===== config.mk =====
export PLATFORM = sky130hd
export DESIGN_NAME = frame_cap_ctrl_flat
export DESIGN_NICKNAME = d
export VERILOG_FILES = /design/src/rtl/frame_cap_ctrl_pkg.sv /design/src/rtl/frame_cap_ctrl_if.sv /design/src/rtl/frame_cap_ctrl_edge_det.sv /design/src/rtl/frame_cap_ctrl.sv /design/src/flat_wrapper.sv
export SDC_FILE = /design/constraint.sdc
export NUM_CORES = 1
export LEC_CHECK = 0
export CAP_MARGIN = 0
export CORE_ASPECT_RATIO = 1.2
export CORE_UTILIZATION = 38
export CTS_CLUSTER_DIAMETER = 60
export DETAILED_ROUTE_END_ITERATION = 10
export GPL_TIMING_DRIVEN = 0
export PLACE_DENSITY_LB_ADDON = 0.12
export SYNTH_ARGS = -nofsm -noshare
export SYNTH_HDL_FRONTEND = slang
export SYNTH_HIERARCHICAL = 1
export SYNTH_SLANG_ARGS = --single-unit

===== constraint.sdc =====
create_clock -name sys_clk -period 2.3 [get_ports sys_clk]
set_clock_uncertainty 0.1 [all_clocks]
set_input_delay 0.46 -clock sys_clk [delete_from_list [all_inputs] [get_ports sys_clk]]
set_output_delay 0.46 -clock sys_clk [all_outputs]
set_load 0.02 [all_outputs]

===== src/rtl/frame_cap_ctrl_pkg.sv =====
// Shared types and address constants for the frame capture controller.
package frame_cap_pkg;

    typedef enum logic [1:0] {
        ST_IDLE      = 2'd0,
        ST_WAIT_VS   = 2'd1,
        ST_CAPTURE   = 2'd2,
        ST_WAIT_DONE = 2'd3
    } cap_state_e;

    localparam logic [31:0] BUF0_BASE_DEF    = 32'h1034_5688;
    localparam logic [31:0] FRAME_LENGTH_DEF = 32'h0012_C000;
    localparam logic [31:0] BUF1_BASE_DEF    = BUF0_BASE_DEF + FRAME_LENGTH_DEF;

    // Ping-pong buffer base: buffer 1 sits directly after buffer 0.
    function automatic logic [31:0] buf_base(input logic sel, input logic [31:0] b0,
                                             input logic [31:0] len);
        return sel ? (b0 + len) : b0;
    endfunction

endpackage


===== src/rtl/frame_cap_ctrl_if.sv =====
// DMA command/status bundle between the capture controller and the write DMA.
interface frame_cap_ctrl_if;
    logic        dma_go;
    logic [31:0] dma_base;
    logic [31:0] dma_length;
    logic        dma_soft_reset;
    logic        dma_done;

    modport master (output dma_go, dma_base, dma_length, dma_soft_reset, input dma_done);
    modport slave  (input dma_go, dma_base, dma_length, dma_soft_reset, output dma_done);
endinterface


===== src/rtl/frame_cap_ctrl_edge_det.sv =====
// Registered rising-edge detector for a level input.
module edge_det (
    input  logic sys_clk,
    input  logic sys_rst_n,
    input  logic d_i,
    output logic rise_o
);
    logic d_q;

    // Remember the previous sample of the level input.
    always_ff @(posedge sys_clk or negedge sys_rst_n) begin
        if (!sys_rst_n) d_q <= 1'b0;
        else            d_q <= d_i;
    end

    assign rise_o = d_i & ~d_q;
endmodule


===== src/rtl/frame_cap_ctrl.sv =====
// Ping-pong frame capture sequencer: arms the DMA on each frame start,
// gates pixel strobes during the frame and tracks completions and overruns.
module frame_cap_ctrl
    import frame_cap_pkg::*;
#(
    parameter logic [31:0] BUF0_BASE    = BUF0_BASE_DEF,
    parameter logic [31:0] FRAME_LENGTH = FRAME_LENGTH_DEF,
    parameter int          CNT_W        = 8
) (
    input  logic               sys_clk,
    input  logic               sys_rst_n,
    input  logic               start_req,
    input  logic [CNT_W-1:0]   frame_num,
    input  logic               abort,
    input  logic               cmos_vsync_begin,
    input  logic               cmos_vsync_end,
    input  logic               rgb_wr_en_in,
    output logic               wr_en_out,
    frame_cap_ctrl_if.master   dma,
    output logic               busy,
    output logic               status_done,
    output logic               frame_valid,
    output logic [31:0]        rd_base,
    output logic               wr_sel,
    output logic [CNT_W-1:0]   drop_cnt
);
    localparam logic [CNT_W-1:0] ONE = CNT_W'(1);

    cap_state_e       state_q, state_d;
    logic [CNT_W-1:0] frames_left_q, frames_left_d;
    logic [CNT_W-1:0] drop_cnt_q, drop_cnt_d;
    logic [31:0]      dma_base_q, dma_base_d;
    logic [31:0]      rd_base_q, rd_base_d;
    logic             dma_go_q, dma_go_d;
    logic             soft_rst_q, soft_rst_d;
    logic             wr_sel_q, wr_sel_d;
    logic             status_done_q, status_done_d;
    logic             frame_valid_q, frame_valid_d;
    logic             done_rise;

    edge_det u_done_edge (
        .sys_clk   (sys_clk),
        .sys_rst_n (sys_rst_n),
        .d_i       (dma.dma_done),
        .rise_o    (done_rise)
    );

    // State and output registers.
    always_ff @(posedge sys_clk or negedge sys_rst_n) begin
        if (!sys_rst_n) begin
            state_q       <= ST_IDLE;
            frames_left_q <= '0;
            drop_cnt_q    <= '0;
            dma_base_q    <= BUF0_BASE;
            rd_base_q     <= BUF0_BASE;
            dma_go_q      <= 1'b0;
            soft_rst_q    <= 1'b0;
            wr_sel_q      <= 1'b0;
            status_done_q <= 1'b0;
            frame_valid_q <= 1'b0;
        end else begin
            state_q       <= state_d;
            frames_left_q <= frames_left_d;
            drop_cnt_q    <= drop_cnt_d;
            dma_base_q    <= dma_base_d;
            rd_base_q     <= rd_base_d;
            dma_go_q      <= dma_go_d;
            soft_rst_q    <= soft_rst_d;
            wr_sel_q      <= wr_sel_d;
            status_done_q <= status_done_d;
            frame_valid_q <= frame_valid_d;
        end
    end

    // Next-state logic; abort from any active state overrides all other events.
    always_comb begin
        state_d       = state_q;
        frames_left_d = frames_left_q;
        drop_cnt_d    = drop_cnt_q;
        dma_base_d    = dma_base_q;
        rd_base_d     = rd_base_q;
        dma_go_d      = 1'b0;
        soft_rst_d    = 1'b0;
        wr_sel_d      = wr_sel_q;
        status_done_d = status_done_q;
        frame_valid_d = 1'b0;
        if (state_q != ST_IDLE && abort) begin
            state_d    = ST_IDLE;
            soft_rst_d = 1'b1;
        end else begin
            unique case (state_q)
                ST_IDLE: if (start_req) begin
                    frames_left_d = (frame_num == '0) ? ONE : frame_num;
                    status_done_d = 1'b0;
                    state_d       = ST_WAIT_VS;
                end
                ST_WAIT_VS: if (cmos_vsync_end) begin
                    dma_go_d   = 1'b1;
                    dma_base_d = buf_base(wr_sel_q, BUF0_BASE, FRAME_LENGTH);
                    state_d    = ST_CAPTURE;
                end
                ST_CAPTURE: if (cmos_vsync_begin) state_d = ST_WAIT_DONE;
                ST_WAIT_DONE: begin
                    // A new frame starting before completion is skipped and counted.
                    if (cmos_vsync_end && drop_cnt_q != '1) drop_cnt_d = drop_cnt_q + ONE;
                    if (done_rise) begin
                        rd_base_d     = dma_base_q;
                        wr_sel_d      = ~wr_sel_q;
                        frame_valid_d = 1'b1;
                        frames_left_d = frames_left_q - ONE;
                        if (frames_left_q == ONE) begin
                            status_done_d = 1'b1;
                            state_d       = ST_IDLE;
                        end else begin
                            state_d = ST_WAIT_VS;
                        end
                    end
                end
                default: state_d = ST_IDLE;
            endcase
        end
    end

    assign wr_en_out          = rgb_wr_en_in & (state_q == ST_CAPTURE);
    assign busy               = (state_q != ST_IDLE);
    assign status_done        = status_done_q;
    assign frame_valid        = frame_valid_q;
    assign rd_base            = rd_base_q;
    assign wr_sel             = wr_sel_q;
    assign drop_cnt           = drop_cnt_q;
    assign dma.dma_go         = dma_go_q;
    assign dma.dma_base       = dma_base_q;
    assign dma.dma_length     = FRAME_LENGTH;
    assign dma.dma_soft_reset = soft_rst_q;
endmodule


===== src/flat_wrapper.sv =====
// flat-port wrapper written by rule: the top's interface ports become plain ports
module frame_cap_ctrl_flat import frame_cap_pkg::*;
#(
    parameter logic [31:0] BUF0_BASE    = BUF0_BASE_DEF,
    parameter logic [31:0] FRAME_LENGTH = FRAME_LENGTH_DEF,
    parameter int          CNT_W        = 8
)
  (sys_clk, sys_rst_n, start_req, frame_num, abort, cmos_vsync_begin, cmos_vsync_end, rgb_wr_en_in, wr_en_out, busy, status_done, frame_valid, rd_base, wr_sel, drop_cnt, dma_dma_go, dma_dma_base, dma_dma_length, dma_dma_soft_reset, dma_dma_done);
  frame_cap_ctrl_if dma_i ();
  input  logic sys_clk;
  input  logic sys_rst_n;
  input  logic start_req;
  input  logic [CNT_W-1:0] frame_num;
  input  logic abort;
  input  logic cmos_vsync_begin;
  input  logic cmos_vsync_end;
  input  logic rgb_wr_en_in;
  output logic wr_en_out;
  output logic busy;
  output logic status_done;
  output logic frame_valid;
  output logic [31:0] rd_base;
  output logic wr_sel;
  output logic [CNT_W-1:0] drop_cnt;
  output wire logic [$bits(dma_i.dma_go)-1:0] dma_dma_go;
  output wire logic [$bits(dma_i.dma_base)-1:0] dma_dma_base;
  output wire logic [$bits(dma_i.dma_length)-1:0] dma_dma_length;
  output wire logic [$bits(dma_i.dma_soft_reset)-1:0] dma_dma_soft_reset;
  input wire logic [$bits(dma_i.dma_done)-1:0] dma_dma_done;
  assign dma_dma_go = dma_i.dma_go;
  assign dma_dma_base = dma_i.dma_base;
  assign dma_dma_length = dma_i.dma_length;
  assign dma_dma_soft_reset = dma_i.dma_soft_reset;
  assign dma_i.dma_done = dma_dma_done;
  frame_cap_ctrl #(.BUF0_BASE(BUF0_BASE), .FRAME_LENGTH(FRAME_LENGTH), .CNT_W(CNT_W)) u_core (.sys_clk(sys_clk), .sys_rst_n(sys_rst_n), .start_req(start_req), .frame_num(frame_num), .abort(abort), .cmos_vsync_begin(cmos_vsync_begin), .cmos_vsync_end(cmos_vsync_end), .rgb_wr_en_in(rgb_wr_en_in), .wr_en_out(wr_en_out), .dma(dma_i), .busy(busy), .status_done(status_done), .frame_valid(frame_valid), .rd_base(rd_base), .wr_sel(wr_sel), .drop_cnt(drop_cnt));
endmodule

Word level (Yosys, flattened, before mapping)
Cells that the tools add are included.
- logic and storage cells: 65
- flip-flop bits (word level): 88
- output and inout port bits: 111
- bits of input ports: 16
- eq/ne operators: 12
- reduce and logical (&&, ||, !) cells: 12
- $add $sub $neg: 2
- multiplexer cells: 23
- bitwise logic cells: 5
- operators by type and width (cell ; count):
    $mux W8 ; 3
    $mux W23 ; 1
    $pmux W8 S2 ; 1
    $mux W1 ; 11
    $mux W2 ; 5
    $ne A3 B2 Y1 const B ; 3
    $reduce_and A3 Y1 ; 3
    $add A8 B1 Y8 const B ; 1
    $eq A8 B1 Y1 const B ; 1
    $logic_not A8 Y1 ; 1
    $ne A8 B8 Y1 const B ; 1
    $pmux W2 S4 ; 1
    $reduce_and A4 Y1 ; 2
    $sub A8 B1 Y8 const B ; 1
    $reduce_and A5 Y1 ; 1
    $eq A2 B2 Y1 const B ; 2
    $ne A2 B1 Y1 const B ; 2
    $reduce_bool A2 Y1 ; 2
    $ne A3 B1 Y1 const B ; 1
    $not A1 Y1 ; 3
    $and A1 B1 Y1 ; 2
    $eq A2 B1 Y1 const B ; 1
    $logic_and A1 B1 Y1 ; 2
    $logic_not A2 Y1 ; 1
    other kinds (2) ; 2

Logic depth before layout (Yosys ltp)
Gate-level depths: netlist of run 1.
- depth after elaboration: 5
- mapped depth: 8
- gate-level depth less buffers: 6

Cells and area by module
Netlist of run 1, hierarchy kept.
- by module, submodules not included (module ; sequential area each (um^2) ; cells each ; instances ; area each (um^2)):
    frame_cap_ctrl ; 678.2 ; 236 ; 1 ; 2120.8
    edge_det ; 25.0 ; 2 ; 1 ; 38.8

Worst setup path before layout of run 1
No wires, ideal clock.
- path kind: register -> register
- start point: register u_core.state_q[0]
- end point: register u_core.frames_left_q[2]
- library setup time: 120 ps
- required time: 2080 ps
- cell stages (with the launch flop): 8
- data arrival time: 1607 ps
- buffers on the path: 2
- clock period less this slack: 1826 ps
- setup slack: 474 ps
- cells stage by stage: dfrtp_1 inv_1 ha_1 nand2b_1 clkbuf_2 nand4b_1 buf_2 o22a_2
- longest elaborated chain between the ends: 4
- elaborated cells on any way between the ends: 10
- those cells by class: eq/ne: 3; mux: 1; bitwise: 1; reduce/logical: 5
- ends and longest elaborated chain (item ; RTL line ; RTL):
    from (decl) ; frame_cap_ctrl.sv:29 ; cap_state_e state_q, state_d;
    from (signal assigned) ; frame_cap_ctrl.sv:62 ; state_q <= state_d;
    branches (longest 4 deep; another with $reduce_and A4 Y1) ; n/a ;
    to (signal assigned) ; frame_cap_ctrl.sv:63 ; frames_left_q <= frames_left_d;
    to (decl) ; frame_cap_ctrl.sv:30 ; logic [CNT_W-1:0] frames_left_q, frames_left_d;
Several ways; the timed one is not identified.
A chain may end at the register's enable or synchronous reset.

Worst setup path in the final report of run 1
- start point: register u_core.dma_base_q[21], in the netlist u_core/dma.dma_base[21]
- end point: output port dma_dma_base[21]
- RTL lines (item ; RTL line ; RTL):
    from (decl) ; frame_cap_ctrl.sv:32 ; logic [31:0] dma_base_q, dma_base_d;
    from (signal assigned) ; frame_cap_ctrl.sv:65 ; dma_base_q <= dma_base_d;
    to (decl) ; flat_wrapper.sv:26 ; output wire logic [$bits(dma_i.dma_base)-1:0] dma_dma_base;
No word-level cell between the ends.

==> results of run 1 <==
-- timing repair --
item	4_1_cts	5_1_grt
pin swaps	0	1
setup buffers	0	2
gates resized for setup	2	0
endpoints found under the setup margin	2	6
-- logic make-up after synthesis --
group                    share of synthesized area
adder cells (fa/ha/maj)                     0.0464
flip-flops                                   0.326
other                                      0.00348
buffers and inverters                        0.351
AO/OA/AOI/OAI                               0.0950
AND/OR/NAND/NOR                              0.115
multiplexers                                0.0307
XOR/XNOR                                    0.0324
-- synthesized netlist by cell type --
library cell,instances,share of area
buf_4,92,0.32
dfrtp_1,26,0.30
inv_1,12,0.021
nand2_1,10,0.017
nor2_1,10,0.017
a21oi_1,9,0.021
ha_1,8,0.046
nand3_1,7,0.016
o22a_1,6,0.024
xor2_1,6,0.024
mux2_2,5,0.026
nor3_1,5,0.012
nand2b_1,4,0.012
o21ai_0,4,0.0093
a31oi_1,3,0.0087
a41oi_1,2,0.0081
buf_2,2,0.0046
clkbuf_1,2,0.0035
conb_1,2,0.0035
dfstp_2,2,0.024
nand4_1,2,0.0058
nor3b_1,2,0.0070
nor4_1,2,0.0058
or3_1,2,0.0058
xnor2_1,2,0.0081
a211o_1,1,0.0041
a22o_1,1,0.0041
and2_1,1,0.0029
clkbuf_2,1,0.0023
mux2i_1,1,0.0046
nand3b_1,1,0.0035
nand4b_1,1,0.0041
nor2b_4,1,0.0064
o2111ai_1,1,0.0041
o2111ai_2,1,0.0070
o22a_2,1,0.0046
-- final cells by class --
class / count / share of cell area
inverters: 12 / 0.0149
multi-input cells: 183 / 0.332
flip-flops and latches: 28 / 0.232
repair buffers: 44 / 0.141
well taps: 62 / 0.0256
clock buffers: 4 / 0.0182
plain buffers: 97 / 0.236
-- power by group --
| group | switching, mW | internal [mW] | total [mW] |
|---|---|---|---|
| clock | 0.156 | 0.153 | 0.309 |
| sequential | 0.174 | 0.672 | 0.846 |
| combinational | 0.796 | 0.789 | 1.58 |
| total | 1.13 | 1.61 | 2.74 |
-- critical path: cells and delay by family, from the launching register on --
family / cells / cell delay [ps]
buf+inv: 2 / 700
flops: 1 / 570
-- flip-flops by register name (all words and copies together) (netlist names) --
name / flops
u_core/dma.dma_go: 1
u_core/dma.dma_soft_reset: 1
u_core/status_done: 1
u_core/u_done_edge/d_q: 1
u_core/frames_left_q: 8
u_core/dma.dma_base: 2
u_core/drop_cnt: 8
u_core/wr_sel: 1
u_core/rd_base: 2
u_core/state_q: 2
u_core/frame_valid: 1
-- worst paths after layout --
check / from / to / slack, ps / depth (start not counted)
min in group sys_clk: u_core/wr_sel / u_core/dma.dma_base[21] / 410 / 1
hold reg to reg: u_core/wr_sel / u_core/dma.dma_base[21] / 410 / 1
max in group asynchronous: sys_rst_n / u_core/drop_cnt[2] / 1580 / 1
setup / recovery: u_core/dma.dma_base[21] / dma_dma_base[21] / 200 / 2
setup reg to reg: u_core/state_q[0] / u_core/drop_cnt[7] / 290 / 7
hold / removal: sys_rst_n / u_core/drop_cnt[4] / 100 / 1
-- metrics by stage --
step,cells,area (µm²),power (mW)
after global placement,424,2970,2.40
after detailed placement,424,2970,2.42
after CTS,428,3020,2.72
final,430,3030,2.74
after floorplan,320,2470,1.92
after global routing,430,3030,2.95
-- per-layer routing --
| metal | track usage | part of all wire | vias to the layer above |
|---|---|---|---|
| li1 | - | - | 868 |
| met1 | 0.148 | 0.39 | 708 |
| met2 | 0.224 | 0.52 | 62 |
| met3 | 0.0288 | 0.080 | 4 |
| met4 | 0.0327 | 0.0070 | 0 |
| met5 | 0 | 0 | - |
-- cell usage in the layout, fill, tap and decap left out, types with 4 or more instances in the layout --
cell type,Yosys,routed
buf_4,92,94
conb_1,2,84
clkdlybuf4s50_1,0,39
dfrtp_1,26,26
inv_1,12,12
nand2_1,10,10
nor2_1,10,10
a21oi_1,9,9
ha_1,8,8
nand3_1,7,7
xor2_1,6,6
o22a_1,6,6
nor3_1,5,5
mux2_2,5,5
clkbuf_8,0,4
nand2b_1,4,4
o21ai_0,4,4
==> flow_summary.yaml, run 1 <==
critical_path:
  worst_setup_path_end_kind: "primary output"
  path_cells: "buf_4 > clkdlybuf4s50_1"
  worstSetupPathType: "reg2out"
  cp_max_fo: 5
  required_ps: 1740
  cpPeakStageDelay_ps: 590
  critPathSlowestCell: "clkdlybuf4s50_1"
  worstPathArrival_ps: 1540
  critPathLaunchType: "register"
clock_network:
  cts_tree: "yes"
  hold_buffers: 0
  insertion_delay_ps: 270
  clock_path_buffers: 2
  cts_buffers: 3
  cts_sinks: 28
  cts_max_level: 1
  path_clk_slew_ps: 100
  clockRootBuffer: "clkbuf_8"
floorplan:
  core_um2: 5370
  num_rows: 29
  start_util: 0.402
  fp.dieH_um: 84.6
  io_pins: 127
  dieArea_um2: 5990
  die_w_um: 70.8
timing:
  fin_ws_ps: 199
  finalSetupViolCount: 0
  finalHoldViolCount: 0
  period_needed_ps: 2100
  slew-limit-headroom: 0.572
  fmax_mhz: 476
  rsz0062_at_grt: "no"
  fin_tns_setup_ps: 0
  hold_ws_ps: 96.3
  tightest_slew_ps: 642
  fin_crit_sh: 0.913
  finalMaxSlewViolations: 0
layout:
  n_antenna_cell: 0
  syn_to_final_growth_pct: 40.2
  finalNetCount: 393
  multi_input_area_um2: 1010
  layout-drive-gt1-share: 0.304
  fillers: 518
  fin_util: 0.564
  regArea_um2: 703
hold_path:
  hold_path.class: "in2async"
grt:
  grt_pass1_vias: 1365
  grt_max_degree: 29
  antenna_found_initial: 0
  grt_use_total: 0.124
  grt_first_pass_wirelength_mm: 6.09
  grt-ovfl-total: 0
job:
  cap_violations: 0
drt:
  dr.first_iter.drc_count: 104
  wl_per_cell_um: 8.95
  drt_pre_antenna_iters: 7
  drt-vias-per-instance: 3.82
  wirelength_mm: 3.85
  drc: 22
  num_vias: 1642
  antenna_left: 0
pwr:
  powerDensity_nw_per_um2: 905
  vdd_drop_max_v: 0.000375
  power_leakage_nw: 1.63
placed_design:
  port_buffers: 42
  gp_congestion: 0.846
  pre_cts_ws_ps: -19.8
  hpwl_mm: 3.13
synthesis:
  yosysSeqAreaShare: 0.326
  syn-cell-area_um2: 2160
  yosysUniqueCellTypes: 36
  avgSynthCellArea_um2: 9.07
  ys_warn_count: 6
  ys_seq_elements: 28
  syn_inst: 238
run_status:
  violations: "DRC"
  status: "finished with violations"
Power figures use the tool's default switching activity.
==> inputs of run 2 (changes only) <==
- CORE_MARGIN: default -> 2
- HOLD_SLACK_MARGIN: default -> 0.12
- SLEW_MARGIN: default -> 5
==> run 2 against run 1 <==
Compared with the run above:
- the run now ends clean
- sequential power about the same
- die area up 5.3%
- largest cell class unchanged
- utilization is 2.0 points lower
- highest routed layer unchanged
==> flow_summary.yaml, run 2 (synthesis results as in run 1) <==
critical_path:
  timing.rr.end: "u_core/drop_cnt[5]"
  required_ps: 1740
  cp_max_fo: 5
  r2r_slack_ps: 250
  worst_setup_path_end_kind: "primary output"
  worstPathArrival_ps: 1540
  crit_start: "u_core/dma.dma_base[21]"
  worstReg2RegStart: "u_core/state_q[0]"
  crit_end: "dma_dma_base[20]"
  worstSetupPathType: "reg2out"
  worst_r2r_path_depth: 7
  critPathLaunchType: "register"
drt:
  dr.first_iter.drc_count: 51
  dr_wl_met2_mm: 2.11
  drt_pre_antenna_iters: 4
  drt-met1-wl_mm: 1.61
  wl_met3_um: 292
  drt-vias-per-instance: 3.86
  wirelength_mm: 4.05
  antenna_left: 0
  num_vias: 1665
  wl_per_cell_um: 9.39
  routed.top_layer: "met4"
  drc: 0
floorplan:
  start_util: 0.389
  die_w_um: 72.8
  fp.dieH_um: 86.6
  dieArea_um2: 6300
  num_rows: 30
  io_pins: 127
  core_um2: 5560
layout:
  fillers: 555
  final_cells: 431
  n_antenna_cell: 0
  finalNetCount: 392
  final_cell_mix: "buf_4, conb_1, clkdlybuf4s50_1"
  final_area_um2: 3020
  layout-drive-gt1-share: 0.302
  syn_to_final_growth_pct: 40.0
  layout_commonest_cell: "buf_4"
pwr:
  vdd_drop_max_v: 0.000520
  power_leakage_nw: 1.63
  powerDensity_nw_per_um2: 902
clock_network:
  cts_sinks: 28
  cts_buffers: 3
  clockRootBuffer: "clkbuf_8"
  cts_tree: "yes"
  path_clk_slew_ps: 90
  cts_max_level: 1
  clock_path_buffers: 2
  insertion_delay_ps: 270
  hold_buffers: 0
grt:
  grt_pass1_vias: 1382
  grt_use_total: 0.123
  antenna_found_initial: 0
  grt-ovfl-total: 0
  grt_max_degree: 29
  grt_first_pass_wirelength_mm: 6.22
run_status:
  status: "completed"
placed_design:
  dp_cells: 426
  gp_congestion: 0.834
  placed_area_um2: 2970
  port_buffers: 42
  hpwl_mm: 3.27
job:
  cap_violations: 0
timing:
  finalHoldViolCount: 0
  finalSetupViolCount: 0
  period_needed_ps: 2100
  fin_tns_setup_ps: 0
  finalMaxSlewViolations: 0
  fin_crit_sh: 0.911
  slew-limit-headroom: 0.588
  rsz0062_at_grt: "no"
  tightest_slew_ps: 618
  fmax_mhz: 477
hold_path:
  hold_path.class: "in2async"
==> run 2: how the worst min path moves through the flow <==
stage                             startpoint                       to  slack, ps
after floorplan                    sys_rst_n  u_core/dma.dma_base[17]         60
after global placement    u_core/drop_cnt[6]       u_core/drop_cnt[6]        380
after detailed placement  u_core/drop_cnt[7]       u_core/drop_cnt[7]        390
after CTS                 u_core/drop_cnt[7]       u_core/drop_cnt[7]        410
after global routing               sys_rst_n  u_core/frames_left_q[3]        140
final                              sys_rst_n  u_core/frames_left_q[3]         90
==> run 2: cell type report <==
class / instances / area, µm² / area share
clock buffers: 4 / 55.1 / 0.0182
inverters: 12 / 45.0 / 0.0149
plain buffers: 97 / 713 / 0.236
multi-input cells: 183 / 1010 / 0.333
flip-flops and latches: 28 / 703 / 0.233
well taps: 64 / 80.1 / 0.0265
repair buffers: 43 / 420 / 0.139
==> run 2: per-layer routing <==
metal	GRT usage	vias up
met1	0.139	727
met3	0.0233	4
met2	0.228	66
met4	0.0404	0
met5	0	-
li1	-	868
==> run 2: critical path: stages (launching register included) <==
cell	delay, ps
dfstp_2	570
buf_4	100
clkdlybuf4s50_1	590
==> run 2: metrics by stage <==
stage / hold slack, ps / power (mW) / setup slack (ps) / util
finish: 90.0 / 2.73 / 204 / 0.544
global route: 144 / 2.93 / 88.4 / 0.544
CTS: 409 / 2.74 / 94.8 / 0.544
detailed placement: 395 / 2.43 / -20.9 / 0.534
global placement: 382 / 2.41 / -19.9 / 0.534
floorplan: 64.4 / 1.92 / 474 / -
==> run 2: power by group <==
group | switching, mW | total (mW) | internal (mW) | leakage (nW)
clock network | 0.149 | 0.302 | 0.153 | 0.0288
registers | 0.177 | 0.849 | 0.672 | 0.349
logic | 0.803 | 1.58 | 0.774 | 1.25
total | 1.13 | 2.73 | 1.60 | 1.63
==> run 2: what timing repair did <==
item                                    4_1_cts  5_1_grt
pin swaps                                     0        1
endpoints found under the setup margin        2        8
hold endpoints to repair                      0        0
buffers inserted                              0        1
gates resized for setup                       2        0
==> inputs of run 3 (changes only) <==
- TNS_END_PERCENT: default -> 20
==> results of run 3 <==
No change in the layout: final DEF, timing and power equal those of run 2.
